### src/rtl/jtpang_dmaack_if.sv
// Bus grouping for the object DMA handshake and the shared VRAM path.
// The slave modport is the jtpang_dmaack side; the master modport is the
// surroundings (object DMA, Z80 core, VRAM).
interface jtpang_dmaack_if;
  logic        busrq;
  logic        busak_n;
  logic        mreq_n;
  logic        iorq_n;
  logic [11:0] cpu_addr;
  logic        cpu_vram_cs;
  logic        cpu_wr_n;
  logic [8:0]  dma_addr;
  logic [11:0] bus_addr;
  logic        bus_vram_cs;
  logic        bus_wr_n;

  modport slave (
    input  busrq, mreq_n, iorq_n, cpu_addr, cpu_vram_cs, cpu_wr_n, dma_addr,
    output busak_n, bus_addr, bus_vram_cs, bus_wr_n
  );

  modport master (
    output busrq, mreq_n, iorq_n, cpu_addr, cpu_vram_cs, cpu_wr_n, dma_addr,
    input  busak_n, bus_addr, bus_vram_cs, bus_wr_n
  );
endinterface

### src/rtl/jtpang_dmaack.sv
// CPU-side responder for the object DMA bus request.
// Waits for the Z80 bus to go idle, grants it (busak_n low), freezes the CPU
// clock enable and steers the VRAM address/strobes to the DMA address.
// Optional watchdog: define JTPANG_DMA_WDOG_EN to force a release after
// WDOG_MAX cpu_cen pulses in GRANT and raise the sticky dma_tout flag.
module jtpang_dmaack #(
  parameter logic [11:0] DMA_BASE = 12'h000,
  parameter logic [15:0] WDOG_MAX = 16'd8192
) (
  input  logic rst,
  input  logic clk,
  input  logic cpu_cen,
  output logic cen_gated,
  output logic dma_tout,
  jtpang_dmaack_if.slave dbus
);

  typedef enum logic [1:0] {
    ST_IDLE,
    ST_WAIT,
    ST_GRANT,
    ST_REL
  } state_t;

  state_t state_q, state_d;
  logic   busak_n_q, busak_n_d;
  logic   granted;

`ifdef JTPANG_DMA_WDOG_EN
  localparam logic [15:0] WDOG_LAST = WDOG_MAX - 16'd1;
  logic [15:0] cnt_q, cnt_d;
  logic        tout_q, tout_d;
`else
  logic unused_wdog;
  assign unused_wdog = ^WDOG_MAX;
`endif

  // Next state; everything holds unless cpu_cen is high
  always_comb begin
    state_d = state_q;
`ifdef JTPANG_DMA_WDOG_EN
    cnt_d  = cnt_q;
    tout_d = tout_q;
`endif
    if (cpu_cen) begin
      case (state_q)
        ST_IDLE: if (dbus.busrq) state_d = ST_WAIT;
        ST_WAIT: begin
          if (!dbus.busrq) begin
            state_d = ST_IDLE;
          end else if (dbus.mreq_n && dbus.iorq_n) begin
            state_d = ST_GRANT;
`ifdef JTPANG_DMA_WDOG_EN
            cnt_d = '0;
`endif
          end
        end
        ST_GRANT: begin
          if (!dbus.busrq) begin
            state_d = ST_REL;
`ifdef JTPANG_DMA_WDOG_EN
          end else if (cnt_q == WDOG_LAST) begin
            state_d = ST_REL;
            tout_d  = 1'b1;
`endif
          end
`ifdef JTPANG_DMA_WDOG_EN
          cnt_d = cnt_q + 16'd1;
`endif
        end
        ST_REL:  state_d = ST_IDLE;
        default: state_d = ST_IDLE;
      endcase
    end
    // busak_n is registered alongside the state so it falls on the GRANT entry edge
    busak_n_d = (state_d != ST_GRANT);
  end

  // State and acknowledge registers; reset acts on any clk edge
  always_ff @(posedge clk) begin
    if (rst) begin
      state_q   <= ST_IDLE;
      busak_n_q <= 1'b1;
    end else begin
      state_q   <= state_d;
      busak_n_q <= busak_n_d;
    end
  end

`ifdef JTPANG_DMA_WDOG_EN
  // Watchdog counter and sticky timeout flag
  always_ff @(posedge clk) begin
    if (rst) begin
      cnt_q  <= '0;
      tout_q <= 1'b0;
    end else begin
      cnt_q  <= cnt_d;
      tout_q <= tout_d;
    end
  end

  assign dma_tout = tout_q;
`else
  assign dma_tout = 1'b0;
`endif

  assign granted      = (state_q == ST_GRANT);
  assign dbus.busak_n = busak_n_q;

  // CPU clock gating and VRAM path steering from the registered state
  always_comb begin
    cen_gated        = cpu_cen & ~((state_q == ST_GRANT) || (state_q == ST_REL));
    dbus.bus_addr    = dbus.cpu_addr;
    dbus.bus_vram_cs = dbus.cpu_vram_cs;
    dbus.bus_wr_n    = dbus.cpu_wr_n;
    if (granted) begin
      dbus.bus_addr    = DMA_BASE | {3'b000, dbus.dma_addr};
      dbus.bus_vram_cs = 1'b1;
      dbus.bus_wr_n    = 1'b1;
    end
  end

endmodule

### src/flat_wrapper.sv
// flat-port wrapper written by rule: the top's interface ports become plain ports
module jtpang_dmaack_flat 
#(
  parameter logic [11:0] DMA_BASE = 12'h000,
  parameter logic [15:0] WDOG_MAX = 16'd8192
)
  (rst, clk, cpu_cen, cen_gated, dma_tout, dbus_busrq, dbus_mreq_n, dbus_iorq_n, dbus_cpu_addr, dbus_cpu_vram_cs, dbus_cpu_wr_n, dbus_dma_addr, dbus_busak_n, dbus_bus_addr, dbus_bus_vram_cs, dbus_bus_wr_n);
  jtpang_dmaack_if dbus_i ();
  input  logic rst;
  input  logic clk;
  input  logic cpu_cen;
  output logic cen_gated;
  output logic dma_tout;
  input wire logic [$bits(dbus_i.busrq)-1:0] dbus_busrq;
  input wire logic [$bits(dbus_i.mreq_n)-1:0] dbus_mreq_n;
  input wire logic [$bits(dbus_i.iorq_n)-1:0] dbus_iorq_n;
  input wire logic [$bits(dbus_i.cpu_addr)-1:0] dbus_cpu_addr;
  input wire logic [$bits(dbus_i.cpu_vram_cs)-1:0] dbus_cpu_vram_cs;
  input wire logic [$bits(dbus_i.cpu_wr_n)-1:0] dbus_cpu_wr_n;
  input wire logic [$bits(dbus_i.dma_addr)-1:0] dbus_dma_addr;
  output wire logic [$bits(dbus_i.busak_n)-1:0] dbus_busak_n;
  output wire logic [$bits(dbus_i.bus_addr)-1:0] dbus_bus_addr;
  output wire logic [$bits(dbus_i.bus_vram_cs)-1:0] dbus_bus_vram_cs;
  output wire logic [$bits(dbus_i.bus_wr_n)-1:0] dbus_bus_wr_n;
  assign dbus_i.busrq = dbus_busrq;
  assign dbus_i.mreq_n = dbus_mreq_n;
  assign dbus_i.iorq_n = dbus_iorq_n;
  assign dbus_i.cpu_addr = dbus_cpu_addr;
  assign dbus_i.cpu_vram_cs = dbus_cpu_vram_cs;
  assign dbus_i.cpu_wr_n = dbus_cpu_wr_n;
  assign dbus_i.dma_addr = dbus_dma_addr;
  assign dbus_busak_n = dbus_i.busak_n;
  assign dbus_bus_addr = dbus_i.bus_addr;
  assign dbus_bus_vram_cs = dbus_i.bus_vram_cs;
  assign dbus_bus_wr_n = dbus_i.bus_wr_n;
  jtpang_dmaack #(.DMA_BASE(DMA_BASE), .WDOG_MAX(WDOG_MAX)) u_core (.rst(rst), .clk(clk), .cpu_cen(cpu_cen), .cen_gated(cen_gated), .dma_tout(dma_tout), .dbus(dbus_i));
endmodule
### config.mk
export PLATFORM = sky130hd
export DESIGN_NAME = jtpang_dmaack_flat
export DESIGN_NICKNAME = d
export VERILOG_FILES = /design/src/rtl/jtpang_dmaack_if.sv /design/src/rtl/jtpang_dmaack.sv /design/src/flat_wrapper.sv
export SDC_FILE = /design/constraint.sdc
export NUM_CORES = 1
export LEC_CHECK = 0
export ABC_AREA = 1
export ABC_CLOCK_PERIOD_IN_PS = 1040
export CAP_MARGIN = 20
export CORE_MARGIN = 4
export CORE_UTILIZATION = 22
export CTS_BUF_LIST = sky130_fd_sc_hd__clkbuf_8
export DETAILED_ROUTE_END_ITERATION = 6
export PLACE_DENSITY = 0.77
export SLEW_MARGIN = 5
export SYNTH_ARGS = -nofsm -noshare
export SYNTH_HDL_FRONTEND = slang
export SYNTH_SLANG_ARGS = --single-unit
export TNS_END_PERCENT = 1
### constraint.sdc
create_clock -name clk -period 1.04 [get_ports clk]
set_clock_uncertainty 0.15 [all_clocks]
set_input_delay 0.104 -clock clk [delete_from_list [all_inputs] [get_ports clk]]
set_output_delay 0.104 -clock clk [all_outputs]
set_load 0.02 [all_outputs]
==> impl_metrics.toml, run 1 <==
[final_layout]
multiInputGateArea_um2 = 347
area_delta_synth_final_pct = 201
nets = 151
drive_above_1_share_pct = 52.1
post-route-util_pct = 73.5
diodes = 0
fillers = 119
register_area_um2 = 62.6

[yosys]
synth_top_area_share_pct = 41.6
synth_cells = 67
synth_fp_nets = 96
yosysWarningCount = 0
syn_area_per_cell_um2 = 4.99
post-synth-top-count-cell = "nand2_1"
yosys.area.top_type = "nand2_1"
synth_ff_type = "dfxtp_1"
synth_cell_type_count = 13
synth_common_cells = "nand2_1 (37), inv_1 (9), nor2_1 (7), dfxtp_1 (3)"
ys_seq_area_share_pct = 18.0
synth_edf_count = 0
netlist_top_cells_area = "nand2_1 (42%), dfxtp_1 (18%), inv_1 (10%), nor2_1 (7.9%), or2_2 (3.7%)"
syn_area_um2 = 334
async_flop_share_pct = 0
ys_seq_elements = 3

[clocking]
clk_latency_ns = 0.21
clockBufferDepth = 2
cts_tree = "yes"
numCtsBuffers = 3
cts.sinks = 3
htreeDepth = 1
clkSlewWorstSetupHoldPaths_ns = 0.03
ctsHoldBuffers = 0
cts-root-buf = "clkbuf_8"

[routing]
routed_wl_um = 1470
detail-route-antenna-nets = 0
route.detailed.drc = 0
drtIter0Drc = 2
post_drt_via_cell_ratio = 4.28
firstDrtPassIters = 2
vias = 582
wire_per_inst_um = 10.8

[critical_path]
cp.arrival_ns = 1.13
endpoint_kind = "primary output"
rr_startpoint = "u_core.state_q[1]$_SDFF_PP0_"
startpoint = "u_core.state_q[0]$_SDFF_PP0_"
cp.required_ns = 0.79
worstPathMaxFanout = 7
criticalPathCategory = "reg2out"
cp-start-kind = "register"

[power]
power_leakage_uw = 0.000490
p_switching_uw = 275
power_frac_comb_pct = 49.2
switching_share_pct = 31.0
p_seq_share_pct = 14.5
ir_drop_v = 0.000805
p_int_uw = 611
power_uw = 885
p_clk_share_pct = 36.4
p_per_area_mw_per_mm2 = 881

[grt]
grt_pass1_wl_um = 2130
grt.total_usage_pct = 14.0
use_met3_pct = 4.21
grt_max_degree = 8
antenna_found_initial = 0
grtUsageMet1_pct = 13.5
grt_busiest_layer = "met2"
grtUsageMet2_pct = 25.7
first_global_vias = 544
grt.overflow.total = 0

[sta]
max_freq_mhz = 723
fin_crit_sh_pct = 133
worst_slack_ns = -0.343
final-max-slew-violation-count = 0
rsz0062_at_grt = "true"
setup_violations = 17
setup-tns-final_ns = -4.19
final.min_clock_period_ns = 1.38
hold_viol_final = 0
hold_ws_ns = 0.285

[min_path]
min-delay-start = "cpu_cen"
hold_path_class = "in2reg"

[place]
port_buffers = 44
place_hpwl_um = 1150
gp_congestion = 0.654

[flow_run]
cap_violations = 0

[floorplan]
dieArea_mm2 = 0.00221
core-area_mm2 = 0.00137
initial_utilization_pct = 24.5
die_w_um = 47.0
fp-row-count = 13
io_pins = 46
chipHeight_um = 47.0

[run_status]
violations = "negative setup slack"
status = "finished with violations"
cell families after synthesis:
kind of cell	share of synthesized area, %
and+or+nand+nor	58.4
buffers and inverters	16.9
AOI/OAI and AO/OA	5.62
DFF	18.0
other	1.12
routing by layer:
layer	up-vias	share of wire (%)
met2	30	53
met1	249	35
met5	-	0
met4	0	0
met3	0	12
li1	303	-
cell type report:
type | instances | area share, %
timing repair inverter | 1 | 0.623
tap | 15 | 1.87
inverter | 10 | 4.48
clock inverter | 1 | 0.374
sequential | 3 | 6.23
multi-input combinational | 52 | 34.5
timing repair buffer | 51 | 47.8
clock buffer | 3 | 4.11
power by group through the flow:
stage / clock [µW] / combinational [µW] / sequential [µW]
3_5_place_dp: 0 / 414 / 129
4_1_cts: 328 / 424 / 128
3_3_place_gp: 0 / 410 / 128
5_1_grt: 352 / 466 / 128
2_1_floorplan: 0 / 189 / 131
6_report: 322 / 435 / 128
final timing paths:
kind / end / slack [ns] / cells past startpoint
max: dbus_bus_vram_cs / -0.34 / 5
min: u_core.state_q[0]$_SDFF_PP0_ / 0.29 / 5
max reg2reg: u_core.dbus.busak_n$_SDFF_PP1_ / -0.09 / 6
min reg2reg: u_core.state_q[1]$_SDFF_PP0_ / 0.52 / 4
worst max-delay path, cell delays in order, from the launching register on:
cell and delay, ns:
dfxtp_2 0.33, inv_2 0.05, nand2_4 0.12, inv_8 0.07, or2_4 0.23, buf_6 0.13
registers in the layout, indices dropped and copies added, names as in the netlist:
| signal | cells |
|---|---|
| u_core.dbus.busak_n | 1 |
| u_core.state_q | 2 |
cell usage in the layout, fill, tap and decap left out, drive strengths merged:
cell / count
nand2: 38
clkdlybuf4s50: 27
buf: 23
inv: 12
nor2: 7
clkbuf: 3
a21oi: 3
dfxtp: 3
or2: 2
nand4: 1
conb: 1
dlygate4sd2: 1
per-stage QoR:
stage	instances	cell area (µm²)	worst slack [ns]
after global placement	130	921	-0.592
after floorplan	67	444	-0.0467
after CTS	136	983	-0.329
final	136	1000	-0.343
after global routing	136	1000	-0.371
after detailed placement	130	921	-0.609
repair_timing:
item                       in CTS  in global routing
gates resized for setup        94                  9
setup endpoints to repair      19                 19
gates cloned                    1                  0
pin swaps                       2                  1
buffers inserted                1                  0
No activity file was read; power rests on OpenSTA's default activity.
==> run 2, diff against run 1 <==
- PLACE_DENSITY: 0.77 -> 0.88
==> run 2 against run 1 <==
Effect of this change: clock power rose by 5%; flip-flop and latch count did not move; via count rose by 2.1%; combinational power rose by 5.7%; highest routed layer is now met4; count of clock-buffer cells in the layout did not move; die area did not move; sequential share of layout area barely moved; the run still ends with negative setup slack left; global-route usage rose by 3.7 points; power rose by 4.7%; critical path type unchanged; largest cell class unchanged.
==> impl_metrics.toml, run 2 (same netlist as run 1, synthesis figures left out) <==
[sta]
worst_slack_ns = -0.343
final-max-slew-violation-count = 0
setup_violations = 18
final.min_clock_period_ns = 1.38
hold_ws_ns = 0.321
hold_viol_final = 0
max_freq_mhz = 723
fin_crit_sh_pct = 133
rsz0062_at_grt = "true"

[routing]
wire_per_inst_um = 13.5
detail-route-antenna-nets = 0
firstDrtPassIters = 4
drtIter0Drc = 17
routed_wl_um = 1820
vias = 594
post_drt_via_cell_ratio = 4.40
route.detailed.drc = 0

[critical_path]
cpPeakStageDelay_ns = 0.34
cp.arrival_ns = 1.13
worstPathMaxFanout = 7
cp-start-kind = "register"
path_cells = "inv_4, nand2_8, inv_8, or2_4, buf_6"
cp.required_ns = 0.79
endpoint_kind = "primary output"
slowest_stage = "dfxtp_2"
criticalPathCategory = "reg2out"

[final_layout]
nets = 150
instances_no_fill = 135
area_delta_synth_final_pct = 212
post-route-util_pct = 76.3
drive_above_1_share_pct = 53.3
stdcell_area_mm2 = 0.00104
layout_commonest_cell = "clkdlybuf4s50_1"
diodes = 0
final_cell_mix = "clkdlybuf4s50_1 (28), nand2_2 (17), nand2_1 (12), buf_6 (12), buf_4 (9)"
largest_reg_flops = 2
largest-register = "u_core.state_q"

[place]
dp.cells = 129
port_buffers = 44
dp_slack_ns = -0.634
dpl_cell_area_um2 = 913
gp_congestion = 0.692
place_hpwl_um = 1310

[run_status]
status = "finished with violations"
violations = "negative setup slack"

[grt]
first_global_vias = 602
antenna_found_initial = 0
grt_max_degree = 8
grt.total_usage_pct = 17.6
grt.overflow.total = 0
grt_pass1_wl_um = 2610

[clocking]
cts-root-buf = "clkbuf_8"
clockBufferDepth = 2
clkSlewWorstSetupHoldPaths_ns = 0.03
cts.sinks = 3
clk_latency_ns = 0.22
htreeDepth = 1
cts_tree = "yes"
ctsHoldBuffers = 0
numCtsBuffers = 3

[power]
power_leakage_uw = 0.000492
ir_drop_v = 0.000784
p_per_area_mw_per_mm2 = 889

[floorplan]
initial_utilization_pct = 24.5
chipHeight_um = 47.0
fp-row-count = 13
die_w_um = 47.0
io_pins = 46
dieArea_mm2 = 0.00221
core-area_mm2 = 0.00137

[min_path]
hold_path_class = "in2reg"

[flow_run]
cap_violations = 0
run 2: metal layers:
metal	vias to the layer above	wire, µm	track usage, %
li1	301	-	-
met1	259	598	15.8
met2	32	1050	36.3
met3	2	149	3.45
met4	0	21	8.29
met5	-	0	0
run 2: cell type report:
type | instances | area [µm²]
Timing Repair Buffer | 50 | 488
Tap cell | 15 | 18.8
Multi-Input combinational cell | 52 | 364
Sequential cell | 3 | 65.1
Fill cell | 104 | 324
Inverter | 10 | 50.0
Timing Repair inverter | 1 | 11.3
Clock buffer | 3 | 41.3
Clock inverter | 1 | 3.75
run 2: through the flow:
step                setup TNS [ns]  power (µW)
CTS                          -4.57         916
floorplan                   -0.491         320
global route                 -5.20         979
finish                       -4.47         927
detailed placement           -9.77         545
global placement             -9.23         536
run 2: worst max-delay path, delay by kind of cell, from the launching register on:
kind	cells	cell delay [ns]
flip-flops	1	0.34
AND/OR/NAND/NOR	2	0.33
buffers and inverters	3	0.24
run 2: final timing paths:
kind,from,end,slack [ns],cells after the start
worst max register to register,u_core.state_q[1]$_SDFF_PP0_,u_core.dbus.busak_n$_SDFF_PP1_,-0.13,5
worst max-delay path,u_core.state_q[0]$_SDFF_PP0_,dbus_bus_vram_cs,-0.34,5
worst min register to register,u_core.state_q[0]$_SDFF_PP0_,u_core.state_q[0]$_SDFF_PP0_,0.53,4
worst min-delay path,rst,u_core.state_q[0]$_SDFF_PP0_,0.32,2
run 2: report_power, final:
group          switching (µW)  leakage [µW]  internal [µW]
combinational             213      0.000439            247
sequential               7.56     0.0000257            122
clock                    85.6     0.0000269            252
total                     306      0.000492            621
run 2: what timing repair did:
item,in CTS,in global routing
gates resized for setup,103,12
buffers inserted,0,1
setup endpoints to repair,19,18
pin swaps,3,2
gates cloned,1,0
==> run 3, diff against run 2 <==
==> constraint.sdc (replaced) <==
create_clock -name clk -period 1.04 [get_ports clk]
set_clock_uncertainty 0.15 [all_clocks]
set_input_delay 0.208 -clock clk [delete_from_list [all_inputs] [get_ports clk]]
set_output_delay 0.208 -clock clk [all_outputs]
set_load 0.02 [all_outputs]
==> run 3 against run 2 <==
Effect of this change: the flow still finishes with violations (negative setup slack); die area did not move; maximum frequency fell by 5.7%; via count fell by 1.3%; largest power group unchanged; sequential power barely moved.
==> impl_metrics.toml, run 3 (same netlist as run 1, synthesis figures left out) <==
[run_status]
status = "finished with violations"
violations = "negative setup slack"

[final_layout]
final_cell_mix = "clkdlybuf4s50_1 (26), nand2_1 (16), nand2_2 (14), buf_4 (14), nand2_4 (8)"
layout_commonest_cell = "clkdlybuf4s50_1"
drive_above_1_share_pct = 51.7
area_delta_synth_final_pct = 196
instances_no_fill = 135
nets = 150
largest_reg_flops = 2
largest-register = "u_core.state_q"
post-route-util_pct = 72.3
diodes = 0
fillers = 131

[sta]
final.min_clock_period_ns = 1.47
rsz0062_at_grt = "true"
fin_crit_sh_pct = 141
setup-tns-final_ns = -5.75
final-max-slew-violation-count = 0
setup_violations = 17
hold_viol_final = 0
worst_slack_ns = -0.426
max_freq_mhz = 682

[clocking]
cts_tree = "yes"
cts-root-buf = "clkbuf_8"
clk_latency_ns = 0.21
clockBufferDepth = 2
htreeDepth = 1
numCtsBuffers = 3
clkSlewWorstSetupHoldPaths_ns = 0.03
cts.sinks = 3

[power]
p_seq_share_pct = 14.4
power_frac_comb_pct = 48.8
p_int_uw = 605
switching_share_pct = 31.4
p_per_area_mw_per_mm2 = 893
power_leakage_uw = 0.000483
p_switching_uw = 277
p_clk_share_pct = 36.8
ir_drop_v = 0.000746

[floorplan]
fp-row-count = 13
die_w_um = 47.0
chipHeight_um = 47.0
dieArea_mm2 = 0.00221
core-area_mm2 = 0.00137
io_pins = 46
initial_utilization_pct = 24.5

[critical_path]
cp.required_ns = 0.68
reg2reg_depth = 5
criticalPathCategory = "reg2out"
endpoint_kind = "primary output"
r2r_end = "u_core.dbus.busak_n$_SDFF_PP1_"
rrSetupSlack_ns = -0.09
worstPathMaxFanout = 4
cp.arrival_ns = 1.11
rr_startpoint = "u_core.state_q[1]$_SDFF_PP0_"
cp-start-kind = "register"

[grt]
antenna_found_initial = 0
grt_max_degree = 8
grt_pass1_wl_um = 2370
first_global_vias = 602
grt.total_usage_pct = 15.7
grt.overflow.total = 0

[place]
gp_congestion = 0.660
place_hpwl_um = 1250
port_buffers = 44
dp.cells = 128

[routing]
wire_per_inst_um = 11.7
vias = 586
detail-route-antenna-nets = 0
post_drt_via_cell_ratio = 4.34
route.detailed.drc = 0
firstDrtPassIters = 2
drtIter0Drc = 3
routed_wl_um = 1570

[min_path]
holdPathStages = 3
min-delay-start = "dbus_busrq"
hold_path_class = "in2reg"
min_to = "u_core.state_q[1]$_SDFF_PP0_"

[flow_run]
cap_violations = 0
## run 3: power groups by stage
stage               registers, µW  logic, µW  clock network (µW)
floorplan                     131        189                   0
global placement              128        405                   0
detailed placement            128        412                   0
CTS                           127        428                 333
global route                  127        460                 344
finish                        127        430                 325
## run 3: critical path, cell delays in order, from the launching register on
cell and delay (ns):
dfxtp_2 0.31, inv_2 0.07, nand2_4 0.09, buf_4 0.17
nand2_2 0.07, nand2_4 0.04, buf_4 0.15
## run 3: worst max path at each step
stage          depth (start not counted)                          from           endpoint  slack, ns
5_1_grt                                6  u_core.state_q[0]$_SDFF_PP0_   dbus_bus_addr[1]      -0.47
4_1_cts                                5  u_core.state_q[0]$_SDFF_PP0_   dbus_bus_vram_cs      -0.44
3_5_place_dp                           4             dbus_cpu_addr[10]  dbus_bus_addr[10]      -0.76
3_3_place_gp                           4              dbus_dma_addr[3]   dbus_bus_addr[3]      -0.73
2_1_floorplan                          6  u_core.state_q[0]$_SDFF_PP0_   dbus_bus_addr[2]      -0.15
6_report                               6  u_core.state_q[0]$_SDFF_PP0_   dbus_bus_addr[5]      -0.43
## run 3: final cells by class
type / instances / area, µm² / area share, %
well taps: 15 / 18.8 / 1.90
inverters: 10 / 45.0 / 4.56
flip-flops and latches: 3 / 62.6 / 6.34
clock inverters: 1 / 3.75 / 0.380
repair buffers: 50 / 467 / 47.3
repair inverters: 1 / 6.26 / 0.634
clock buffers: 3 / 41.3 / 4.18
multi-input cells: 52 / 343 / 34.7
## run 3: layer usage
metal	vias to the layer above	track usage (%)	wire (µm)	part of all wire, %
met5	-	0	0	0
met4	0	9.94	19	1.2
met3	2	1.15	136	8.6
met2	27	31.4	886	56
met1	257	15.0	532	34
li1	300	-	-	-
## run 3: repair_timing
item                       4_1_cts  5_1_grt
pin swaps                        1        0
setup buffers                    1        0
cloned                           2        0
gates resized for setup        101        3
setup endpoints to repair       19       18
hold buffers                     0        0
## run 3: metrics by stage
step / hold slack (ns) / total power (µW) / instance area (µm²) / setup slack (ns)
finish: 0.319 / 882 / 987 / -0.426
global route: 0.343 / 931 / 987 / -0.469
CTS: 0.309 / 888 / 976 / -0.437
detailed placement: 0.424 / 540 / 906 / -0.757
global placement: 0.416 / 533 / 906 / -0.735
floorplan: 0.127 / 320 / 444 / -0.151
